### src/rtl/pump_commander_pkg.sv
// rtl/pump_commander_pkg.sv - shared command codes and pump state encodings
//
// Purpose: single definition of the pump interface encodings, shared by the
//          commander and the pump controller.
// Contents:
//    cmd_e    - 2-bit command codes carried with the update strobe
//    mirror_e - commanded pump state (off / standby / working)
//    LOW/HIGH - sensor and enable levels
package pump_commander_pkg;

   typedef enum logic [1:0] {
      CMD_TURN_OFF   = 2'b00,
      CMD_TURN_ON    = 2'b01,
      CMD_STOP_PUMP  = 2'b10,
      CMD_START_PUMP = 2'b11
   } cmd_e;

   typedef enum logic [1:0] {
      ST_OFF     = 2'd0,
      ST_STANDBY = 2'd1,
      ST_WORKING = 2'd2
   } mirror_e;

   localparam logic LOW  = 1'b0;
   localparam logic HIGH = 1'b1;

endpackage

### src/rtl/pump_commander_hold_timer.sv
// rtl/pump_commander_hold_timer.sv - loadable saturating down-counter
//
// Purpose: holds off an action for a programmable number of cycles. Loads
//          'value' when 'load' is high, otherwise counts down and sticks at 0.
// Ports:
//    clk     in          system clock
//    reset_n in          asynchronous active-low reset (count cleared to 0)
//    load    in          load 'value' this cycle (wins over decrement)
//    value   in  WIDTH   reload value
//    zero    out         count is 0 (hold-off expired)
module hold_timer #(
   parameter int WIDTH = 4
) (
   input  logic             clk,
   input  logic             reset_n,
   input  logic             load,
   input  logic [WIDTH-1:0] value,
   output logic             zero
);

   logic [WIDTH-1:0] cnt_q;
   logic [WIDTH-1:0] cnt_d;

   always_comb begin
      cnt_d = cnt_q;
      if (load) begin
         cnt_d = value;
      end else if (cnt_q != '0) begin
         cnt_d = cnt_q - 1'b1;
      end
   end

   always_ff @(posedge clk or negedge reset_n) begin
      if (!reset_n) begin
         cnt_q <= '0;
      end else begin
         cnt_q <= cnt_d;
      end
   end

   assign zero = (cnt_q == '0);

endmodule

### src/rtl/pump_commander.sv
// rtl/pump_commander.sv - pump command issuer with run/rest/spacing hold-offs
//
// Purpose: watches the master enable and the two tank level sensors and
//          issues single-cycle update strobes with 2-bit commands to the pump
//          controller, keeping a mirror of the commanded pump state.
// Ports:
//    clk        in      system clock
//    reset_n    in      asynchronous active-low reset
//    enable     in      master power request (1 = system on)
//    level_low  in      tank below low mark
//    level_high in      tank at high mark
//    update     out     single-cycle command strobe
//    command    out 2   command code, valid with update, held afterwards
//    mirror     out 2   commanded pump state: 0 off, 1 standby, 2 working
//    fault      out     both level sensors high (registered, not latched)
module pump_commander
   import pump_commander_pkg::*;
#(
   parameter int GAP      = 4,
   parameter int MIN_RUN  = 8,
   parameter int MIN_REST = 6
) (
   input  logic       clk,
   input  logic       reset_n,
   input  logic       enable,
   input  logic       level_low,
   input  logic       level_high,
   output logic       update,
   output logic [1:0] command,
   output logic [1:0] mirror,
   output logic       fault
);

   localparam int GW = $clog2(GAP + 1);
   localparam int RW = $clog2(MIN_RUN + 1);
   localparam int SW = $clog2(MIN_REST + 1);

   localparam logic [GW-1:0] GAP_LOAD  = GW'(GAP - 1);
   localparam logic [RW-1:0] RUN_LOAD  = RW'(MIN_RUN - 1);
   localparam logic [SW-1:0] REST_LOAD = SW'(MIN_REST - 1);

   logic    en_q, lo_q, hi_q, fault_q;
   logic    update_q, update_d;
   cmd_e    command_q, command_d;
   mirror_e mirror_q, mirror_d;

   logic gap_zero, run_zero, rest_zero;
   logic run_load, rest_load;

   // Input registers and the conflict flag derived from them.
   always_ff @(posedge clk or negedge reset_n) begin
      if (!reset_n) begin
         en_q    <= LOW;
         lo_q    <= LOW;
         hi_q    <= LOW;
         fault_q <= LOW;
      end else begin
         en_q    <= enable;
         lo_q    <= level_low;
         hi_q    <= level_high;
         fault_q <= lo_q & hi_q;
      end
   end

   // Decision logic. Only one decision per gap window; a condition that was
   // blocked by the gap timer is simply re-evaluated once it expires.
   always_comb begin
      update_d  = 1'b0;
      command_d = command_q;
      mirror_d  = mirror_q;
      if (gap_zero) begin
         if (mirror_q != ST_OFF && en_q == LOW) begin
            update_d  = 1'b1;
            command_d = CMD_TURN_OFF;
            mirror_d  = ST_OFF;
         end else if (mirror_q == ST_WORKING && fault_q == HIGH) begin
            update_d  = 1'b1;
            command_d = CMD_STOP_PUMP;
            mirror_d  = ST_STANDBY;
         end else if (mirror_q == ST_OFF && en_q == HIGH) begin
            update_d  = 1'b1;
            command_d = CMD_TURN_ON;
            mirror_d  = ST_STANDBY;
         end else if (mirror_q == ST_WORKING && hi_q == HIGH && run_zero) begin
            update_d  = 1'b1;
            command_d = CMD_STOP_PUMP;
            mirror_d  = ST_STANDBY;
         end else if (mirror_q == ST_STANDBY && lo_q == HIGH && hi_q == LOW &&
                      rest_zero && fault_q == LOW) begin
            update_d  = 1'b1;
            command_d = CMD_START_PUMP;
            mirror_d  = ST_WORKING;
         end
      end
   end

   always_ff @(posedge clk or negedge reset_n) begin
      if (!reset_n) begin
         update_q  <= 1'b0;
         command_q <= CMD_TURN_OFF;
         mirror_q  <= ST_OFF;
      end else begin
         update_q  <= update_d;
         command_q <= command_d;
         mirror_q  <= mirror_d;
      end
   end

   // Rest hold-off applies only after leaving working; power-up standby
   // leaves the rest timer untouched (already expired).
   assign run_load  = (mirror_d == ST_WORKING) && (mirror_q != ST_WORKING);
   assign rest_load = (mirror_d == ST_STANDBY) && (mirror_q == ST_WORKING);

   hold_timer #(.WIDTH(GW)) u_gap_timer (
      .clk     (clk),
      .reset_n (reset_n),
      .load    (update_d),
      .value   (GAP_LOAD),
      .zero    (gap_zero)
   );

   hold_timer #(.WIDTH(RW)) u_run_timer (
      .clk     (clk),
      .reset_n (reset_n),
      .load    (run_load),
      .value   (RUN_LOAD),
      .zero    (run_zero)
   );

   hold_timer #(.WIDTH(SW)) u_rest_timer (
      .clk     (clk),
      .reset_n (reset_n),
      .load    (rest_load),
      .value   (REST_LOAD),
      .zero    (rest_zero)
   );

   assign update  = update_q;
   assign command = command_q;
   assign mirror  = mirror_q;
   assign fault   = fault_q;

endmodule

### config.mk
export PLATFORM = sky130hd
export DESIGN_NAME = pump_commander
export DESIGN_NICKNAME = d
export VERILOG_FILES = /design/src/rtl/pump_commander_pkg.sv /design/src/rtl/pump_commander_hold_timer.sv /design/src/rtl/pump_commander.sv
export SDC_FILE = /design/constraint.sdc
export NUM_CORES = 1
export LEC_CHECK = 0
export BUFFER_PORTS_ARGS = -buffer_cell sky130_fd_sc_hd__buf_2
export CAP_MARGIN = 20
export CELL_PAD_IN_SITES_DETAIL_PLACEMENT = 0
export CELL_PAD_IN_SITES_GLOBAL_PLACEMENT = 1
export CORE_UTILIZATION = 30
export CTS_BUF_LIST = sky130_fd_sc_hd__clkbuf_4
export CTS_CLUSTER_DIAMETER = 150
export DETAILED_ROUTE_END_ITERATION = 8
export PLACE_DENSITY = 0.58
export SYNTH_ARGS = -nofsm -noshare
export SYNTH_HDL_FRONTEND = slang
export SYNTH_SLANG_ARGS = --single-unit
### constraint.sdc
create_clock -name clk -period 2.3 [get_ports clk]
set_input_delay 0.23 -clock clk [delete_from_list [all_inputs] [get_ports clk]]
set_output_delay 0.23 -clock clk [all_outputs]
set_load 0.1 [all_outputs]
# After elaboration in Yosys (flattened, before gate mapping)
# Cells that the tools add are included.
[totals]
register_bits = 19
in_bits = 5
out_inout_bits = 6
[op_classes]
n_addsub = 3
eq_ne = 5
mux = 23
bitwise = 4
reduce_logical = 24
[op_table]
columns = ["op", "n"]
rows = [
  ["2-bit 2-to-1 mux", 11],
  ["3-bit 2-to-1 mux", 4],
  ["1-bit logical AND", 11],
  ["4-bit 2-to-1 mux", 2],
  ["2-bit nonzero test", 4],
  ["3-bit logical NOT", 2],
  ["1-bit 2-to-1 mux", 6],
  ["3-bit nonzero test", 2],
  ["3-bit by 1-bit subtractor with 3-bit output (second input constant)", 2],
  ["5-bit nonzero test", 1],
  ["2-bit by 1-bit equality test with 1-bit output (second input constant)", 2],
  ["2-bit equality test (second input constant)", 2],
  ["4-bit logical NOT", 1],
  ["4-bit nonzero test", 1],
  ["4-bit by 1-bit subtractor with 4-bit output (second input constant)", 1],
  ["1-bit NOT", 3],
  ["2-bit logical NOT", 1],
  ["2-bit != test (second input constant)", 1],
  ["2-bit AND reduction", 1],
  ["1-bit AND", 1],
]

# Depth between registers and ports, before layout
# Gate-level depths: netlist of the first run.
[logic_depth]
word_depth = 14
depth_mapped = 6
ltp_nobuf = 6

# Modules after synthesis
# Synthesis of the first run repeated with hierarchy kept, for this count alone.
[hier_totals]
hier_cells = 100
area_unflattened_um2 = 1066.0
[modules_own_cells]
columns = ["module", "instances", "cells_each", "area_per_inst_um2", "seq_area_each_um2"]
rows = [
  ["pump_commander", 1, 36, 429.2, 225.2],
  ["hold_timer at u_gap_timer ...", 2, 21, 201.4, 75.1],
  ["hold_timer at u_run_timer", 1, 22, 234.0, 100.1],
]

# Worst setup path before layout of the first run
# Ideal clock, no wire load.
[synth_path]
path_type = "reg2reg"
startpoint = "reg fault_q (netlist: fault)"
endpoint = "reg u_gap_timer.cnt_q[1]"
t_arrival_ps = 1956
required_ps = 2221
setup_slack_ps = 265
path_stages_with_launch = 5
synth_period_minus_slack_ps = 2035
cell_sequence = "dfrtp_1 -> or3b_4 -> o311a_4 -> o211ai_2 -> mux2i_1"
[synth_via]
elab_chain_cells = 9
elab_cells_between_ends = 11
classes_between = "7 x mux; 1 x bitwise; 3 x reduce/logical"
[synth_lines]
columns = ["item", "line", "rtl"]
rows = [
  ["start: declaration", "pump_commander.sv:42", "logic en_q, lo_q, hi_q, fault_q;"],
  ["start signal: assignment", "pump_commander.sv:61", "fault_q <= lo_q & hi_q;"],
  ["1-bit NOT", "pump_commander.sv:89", "rest_zero && fault_q == LOW) begin"],
  ["1-bit logical AND", "pump_commander.sv:89", ""],
  ["1-bit 2-to-1 mux", "pump_commander.sv:88", "end else if (mirror_q == ST_STANDBY && lo_q == HIGH && hi_q == LOW &&"],
  ["1-bit 2-to-1 mux", "pump_commander.sv:84", "end else if (mirror_q == ST_WORKING && hi_q == HIGH && run_zero) begin"],
  ["1-bit 2-to-1 mux", "pump_commander.sv:80", "end else if (mirror_q == ST_OFF && en_q == HIGH) begin"],
  ["1-bit 2-to-1 mux *", "pump_commander.sv:76", "end else if (mirror_q == ST_WORKING && fault_q == HIGH) begin"],
  ["1-bit 2-to-1 mux *", "pump_commander.sv:72", "if (mirror_q != ST_OFF && en_q == LOW) begin"],
  ["1-bit 2-to-1 mux *", "pump_commander.sv:71", "if (gap_zero) begin"],
  ["3-bit 2-to-1 mux or 2-bit nonzero test (tied branches)", "-", ""],
  ["end signal: assignment", "pump_commander_hold_timer.sv:37", "cnt_q <= cnt_d;"],
  ["end: declaration", "pump_commander_hold_timer.sv:21", "logic [WIDTH-1:0] cnt_q;"],
]
# Every way passes the cells marked *; elsewhere a longest branch is shown, timed or not.
# A chain may end at the register's enable or synchronous reset.

# Final worst setup path of the first run
[layout_path]
startpoint = "reg u_rest_timer.cnt_q[0]"
endpoint = "reg u_gap_timer.cnt_q[1]"
[layout_via]
elab_chain_cells = 10
elab_cells_between_ends = 11
classes_between = "7 x mux; 4 x reduce/logical"
[layout_lines]
columns = ["item", "line", "rtl"]
rows = [
  ["start: declaration", "pump_commander_hold_timer.sv:21", ""],
  ["start signal: assignment", "pump_commander_hold_timer.sv:37", ""],
  ["3-bit logical NOT *", "pump_commander_hold_timer.sv:41", "assign zero = (cnt_q == '0);"],
  ["1-bit logical AND *", "pump_commander.sv:88", ""],
  ["1-bit logical AND *", "pump_commander.sv:89", ""],
  ["1-bit 2-to-1 mux *", "pump_commander.sv:88", ""],
  ["1-bit 2-to-1 mux *", "pump_commander.sv:84", ""],
  ["1-bit 2-to-1 mux *", "pump_commander.sv:80", ""],
  ["1-bit 2-to-1 mux *", "pump_commander.sv:76", ""],
  ["1-bit 2-to-1 mux *", "pump_commander.sv:72", ""],
  ["1-bit 2-to-1 mux *", "pump_commander.sv:71", ""],
  ["3-bit 2-to-1 mux or 2-bit nonzero test (tied branches)", "-", ""],
]
# Marked as above.

==> flow_summary.ini, run 1 <==
[synthesis]
synth-edff-count = 0
syn-cell-area_um2 = 1070
ys_seq_area_frac = 0.445
syn_inst = 99
synth_seq_cells = 19
synthArstFlopShare = 1.00
synthesis.nets = 110
yosys_warnings = 0
synth_ff_type = dfrtp_1
syn_avg_cell_area_um2 = 10.8
ys_types = 39

[global_route]
antenna_found_initial = 0
grtUsageTotal = 0.108
grt_pass1_wl_mm = 3.02
grt_pass1_vias = 697
grt_max_degree = 20
gr-total-overflow = 0

[critical_path]
path_class = flop to flop
cp.required_ns = 2.53
r2r_cells = 6
crit_fanout = 4
rr_startpoint = u_rest_timer.cnt_q[0]
crit_path_start = u_rest_timer.cnt_q[0]
r2r-end = u_gap_timer.cnt_q[1]
crit_end = u_gap_timer.cnt_q[1]
worstPathArrival_ns = 2.05
r2r_slack_ns = 0.48
critPathCaptureType = flop
startpoint_type = flop

[floorplanning]
die_h_um = 61.7
dieArea_um2 = 3800
core_um2 = 3360
initial_utilization = 0.318
std_cell_rows = 21
ios = 11
dieWidth_um = 61.7

[drt]
firstDrtPassIters = 4
met1_length_um = 851
ant_nets = 0
drt-total-wl_mm = 1.74
drt-initial-drc-count = 18
dr_wl_met3_um = 45
drc = 0
viasPerCell = 4.61
dr_wl_met2_um = 824
wire_per_inst_um = 11.0
highest_layer = met4
vias = 728

[worst_hold_path]
hold_class = primary input to flop

[placed_design]
portBuffers = 10
hpwl_mm = 1.32
place_congestion = 0.723

[sta]
finalSetupViolCount = 0
fmax_mhz = 550
clock_skew_ns = 0.00317
period_share = 0.791
holdWs_ns = 0.0318
hold_violations = 0
finalSetupTns_ns = 0
grt_setup_unrepaired = no
maxSlewHeadroom = 0.676
slew_viol_final = 0
min_period_ns = 1.82
tightest_slew_ns = 0.490

[clocking]
cts_tree = yes
clockRootBuffer = clkbuf_4
htreeDepth = 1
clk-insertion-delay-late_ns = 0.29
clkTransAtPathRegs_ns = 0.11
ctsLongestPathBuffers = 2
cts_resized = 0
numCtsBuffers = 3
cts.sinks = 19

[pwr]
powerDensity_nw_per_um2 = 1420
p_leak_nw = 0.567
power.switching_uw = 786
seqPwrFrac = 0.343
p_clk_frac = 0.099
ir_drop_mv = 0.542
p_comb_frac = 0.558
switching_share = 0.469
intPower_uw = 888

[layout]
drive_gt1_frac = 0.259
nFillCells = 373
post-route-util = 0.352
nets = 124
antenna_cells = 0
area_growth_pct = 10.7

[run]
maxCapViolations = 0

[outcome]
outcome = finished, final reports clean
## power groups by stage
stage / registers (mW) / clock network [mW] / logic [mW]
2_1_floorplan: 0.805 / 0 / 0.589
3_3_place_gp: 0.582 / 0 / 0.937
3_5_place_dp: 0.585 / 0 / 0.946
4_1_cts: 0.577 / 0.180 / 0.953
5_1_grt: 0.596 / 0.184 / 1.04
6_report: 0.574 / 0.165 / 0.935
## layout make-up
cell class	instances	area, um^2	area share
multi-input combinational	68	517	0.437
sequential	19	475	0.402
timing repair buffer	13	75.1	0.0635
tap	46	57.6	0.0487
inverter	8	30.0	0.0254
clock buffer	3	22.5	0.0190
clock inverter	1	5.00	0.00423
## placed cells by master, fill, tap and decap left out, types with 3 or more instances in the layout
master    synthesis  layout
nand2b_1          6       6
ha_1              6       6
nand2_1           4       4
nand3_1           3       3
nor3_1            3       3
nor2b_1           3       3
dfrtp_1          19      19
inv_1             8       8
o21ai_0           4       4
buf_2             1      10
nor2_1            4       4
clkbuf_4          0       3
## per-layer routing
metal  GRT usage  vias to the layer above
met4      0.0476                        0
li1            -                      371
met1       0.142                      343
met5           0                        -
met2       0.175                       12
met3      0.0189                        2
## critical path, stage by stage (launching register included)
cell and delay [ns]:
dfrtp_1 0.37, inv_1 0.11, ha_1 0.18, or2b_2 0.34, o311a_4 0.38, o211ai_2 0.18
mux2i_1 0.18
## synthesized netlist by cell type (2+ instances only)
master	number	area, um^2
xnor2_1	2	17.5
nand3_1	3	15.0
nor3_1	3	15.0
nor2_1	4	15.0
nand2b_1	6	37.5
clkbuf_8	3	41.3
mux2_2	2	22.5
and2_1	2	12.5
ha_1	6	75.1
o21ai_0	4	20.0
nand2_1	4	15.0
dfrtp_1	19	475
o21ba_2	2	20.0
nor2b_1	3	18.8
a21oi_1	2	10.0
nand3b_1	2	15.0
nor3b_1	2	15.0
or3_1	2	12.5
inv_1	8	30.0
## cells by family (layout without fill, tap and decap cells)
kind of cell | count (synthesis) | after routing | synth area share
multiplexers | 3 | 3 | 0.0304
flip-flops | 19 | 19 | 0.445
buffers and inverters | 12 | 25 | 0.0714
AO/OA/AOI/OAI | 21 | 21 | 0.165
adder cells (fa/ha/maj) | 6 | 6 | 0.0703
XOR/XNOR | 2 | 2 | 0.0164
AND/OR/NAND/NOR | 36 | 36 | 0.201
## how the worst min path moves through the flow
| stage | cells past startpoint | to | start |
|---|---|---|---|
| global placement | 1 | u_run_timer.cnt_q[2] | reset_n |
| global route | 1 | lo_q | level_low |
| floorplan | 0 | command[0] | reset_n |
| finish | 1 | lo_q | level_low |
| CTS | 1 | en_q | enable |
| detailed placement | 1 | command[0] | reset_n |
## flip-flops by register name, indices dropped and copies added (netlist names)
signal and count:
command 2, en_q 1, fault 1, hi_q 1, lo_q 1, mirror 2, u_gap_timer.cnt_q 3, u_rest_timer.cnt_q 3
u_run_timer.cnt_q 4, update 1
## repair_timing
| action | CTS | global route |
|---|---|---|
| endpoints found under the hold margin | 19 | 0 |
| hold buffers | 1 | 0 |
| buffers inserted | 0 | 0 |
## through the flow
stage               std cells  setup WS, ns  total power [mW]  cell area, um^2
floorplan                  99         0.265              1.39             1070
global placement          153         0.533              1.52             1140
detailed placement        153         0.495              1.53             1140
CTS                       158         0.466              1.71             1180
global route              158         0.327              1.82             1180
finish                    158         0.480              1.67             1180
Note: power is estimated with default switching activity, not from simulation.
==> run 2, diff against run 1 <==
Settings changed: PLACE_DENSITY 0.58 to 0.6.
Clock period 2.3 ns to 1.5 ns, I/O delays scaled along.
==> run 2 against run 1 <==
- the run now ends with negative setup slack left
- power grew 98%
- worst setup slack worse by 0.63 ns
- sequential power grew 57%
- sequential cell count is the same
- non-clock buffer count up 29
- critical path depth shrank 2
- critical path type unchanged
==> flow_summary.ini, run 2 (synthesis results as in run 1) <==
[critical_path]
worstPathArrival_ns = 1.88
crit_fanout = 4
crit_chain = or3b_4, o311a_4, o211ai_2, mux2i_1
slowest_stage = dfrtp_4
crit_path_start = fault
path_class = flop to flop
critPathCaptureType = flop
rr_startpoint = fault
crit_end = u_gap_timer.cnt_q[1]
r2r_slack_ns = -0.15
r2r_cells = 4
max_stage_delay_ns = 0.51
startpoint_type = flop
r2r-end = u_gap_timer.cnt_q[1]
cp.required_ns = 1.73

[sta]
clock_skew_ns = 0.00428
maxSlewHeadroom = 0.680
finalSetupViolCount = 8
hold_violations = 0
period_share = 1.10
grt_setup_unrepaired = yes
min_period_ns = 1.65
setup_slack_ns = -0.151
tightest_slew_ns = 0.483
finalSetupTns_ns = -0.660
fmax_mhz = 606
slew_viol_final = 0

[drt]
ant_nets = 0
viasPerCell = 4.57
wire_per_inst_um = 11.4
firstDrtPassIters = 4
drc = 0
vias = 854
drt-total-wl_mm = 2.13
drt-initial-drc-count = 12

[floorplanning]
dieArea_um2 = 3800
core_um2 = 3360
die_h_um = 61.7
std_cell_rows = 21
ios = 11
dieWidth_um = 61.7
initial_utilization = 0.318

[global_route]
grt_pass1_wl_mm = 3.48
grt_max_degree = 20
grt_pass1_vias = 823
grtUsageTotal = 0.126
antenna_found_initial = 0
gr-total-overflow = 0

[layout]
top_regs = u_run_timer.cnt_q x4, u_gap_timer.cnt_q x3, u_rest_timer.cnt_q x3
drive_gt1_frac = 0.525
area.sequential_um2 = 487
largest_register_ffs = 4
nets = 153
top_register = u_run_timer.cnt_q
post-route-util = 0.452
area_growth_pct = 42.4
most-common-layout-cells = buf_4, dfrtp_1, buf_2
antenna_cells = 0
nFillCells = 349
multiInputGateArea_um2 = 606
layout_commonest_cell = buf_4

[clocking]
htreeDepth = 1
cts_tree = yes
clockRootBuffer = clkbuf_4
ctsLongestPathBuffers = 2
numCtsBuffers = 3
cts.sinks = 19
clk-insertion-delay-late_ns = 0.29
clkTransAtPathRegs_ns = 0.11

[outcome]
outcome = complete, but fails checks
violations = negative setup slack

[pwr]
powerDensity_nw_per_um2 = 2180
p_leak_nw = 0.714
ir_drop_mv = 1.29

[worst_hold_path]
hold_class = primary input to asynchronous set/reset pin

[placed_design]
dp_slack_ns = -0.214
place_congestion = 0.735
portBuffers = 10
hpwl_mm = 1.56

[run]
maxCapViolations = 0
==> run 2: changes by cell type in the layout (fill, tap and decap cells not counted), moves of 2 or more <==
| cell | previous run | this run |
|---|---|---|
| dfrtp_1 | 19 | 16 |
| inv_1 | 8 | 4 |
| nand2_2 | 0 | 2 |
| nand2_1 | 4 | 2 |
| dlygate4sd3_1 | 1 | 4 |
| ha_4 | 0 | 2 |
| ha_1 | 6 | 4 |
| dfrtp_4 | 0 | 3 |
| clkbuf_4 | 3 | 6 |
| nor3b_1 | 2 | 0 |
| buf_4 | 2 | 28 |
| inv_2 | 0 | 4 |
| buf_2 | 10 | 7 |
==> run 2: area by class of cell <==
| class | count | share of cell area |
|---|---|---|
| clock buffer | 4 | 0.0197 |
| timing repair buffer | 42 | 0.205 |
| tap | 46 | 0.0378 |
| sequential | 19 | 0.320 |
| multi-input combinational | 68 | 0.398 |
| inverter | 8 | 0.0197 |
==> run 2: worst min-delay path by stage <==
| stage | endpoint | slack, ns | depth (start not counted) |
|---|---|---|---|
| finish | u_gap_timer.cnt_q[0] | 0.31 | 2 |
| detailed placement | u_gap_timer.cnt_q[0] | 0.12 | 1 |
| CTS | hi_q | 0.33 | 2 |
| global route | hi_q | 0.34 | 2 |
| global placement | u_gap_timer.cnt_q[1] | 0.11 | 1 |
| floorplan | command[0] | -0.15 | 0 |
==> run 2: where the power goes <==
part / total [mW] / switching, mW / internal (mW)
sequential: 0.904 / 0.166 / 0.738
combinational: 2.13 / 1.09 / 1.03
clock: 0.280 / 0.159 / 0.122
==> run 2: critical path, delay by kind of cell (launching register included) <==
| family | cells | cell delay, ns |
|---|---|---|
| flops | 1 | 0.51 |
| compound gates | 2 | 0.48 |
| simple gates | 1 | 0.41 |
| mux | 1 | 0.19 |
==> run 2: per-layer routing <==
metal | global-route usage | wire [um] | up-vias | share of wire
met4 | 0.0571 | 15 | 0 | 0.0070
met1 | 0.151 | 1030 | 417 | 0.48
met2 | 0.221 | 1040 | 9 | 0.49
met5 | 0 | 0 | - | 0
met3 | 0.0189 | 43 | 2 | 0.020
li1 | - | - | 426 | -
==> run 2: repair_timing <==
| item | in CTS | in global routing |
|---|---|---|
| endpoints found under the setup margin | 14 | 17 |
| hold endpoints to repair | 22 | 0 |
| resized for setup | 16 | 12 |
| pin swaps | 4 | 2 |
| hold buffers | 4 | 0 |
| setup buffers | 6 | 1 |
==> run 2: stage by stage <==
step / total power [mW] / instances / cell area (um^2) / hold slack (ns)
2_1_floorplan: 2.18 / 99 / 1090 / -0.146
3_3_place_gp: 2.63 / 172 / 1310 / 0.115
3_5_place_dp: 2.68 / 172 / 1310 / 0.122
4_1_cts: 3.22 / 186 / 1470 / 0.330
5_1_grt: 3.56 / 187 / 1520 / 0.339
6_report: 3.31 / 187 / 1520 / 0.314
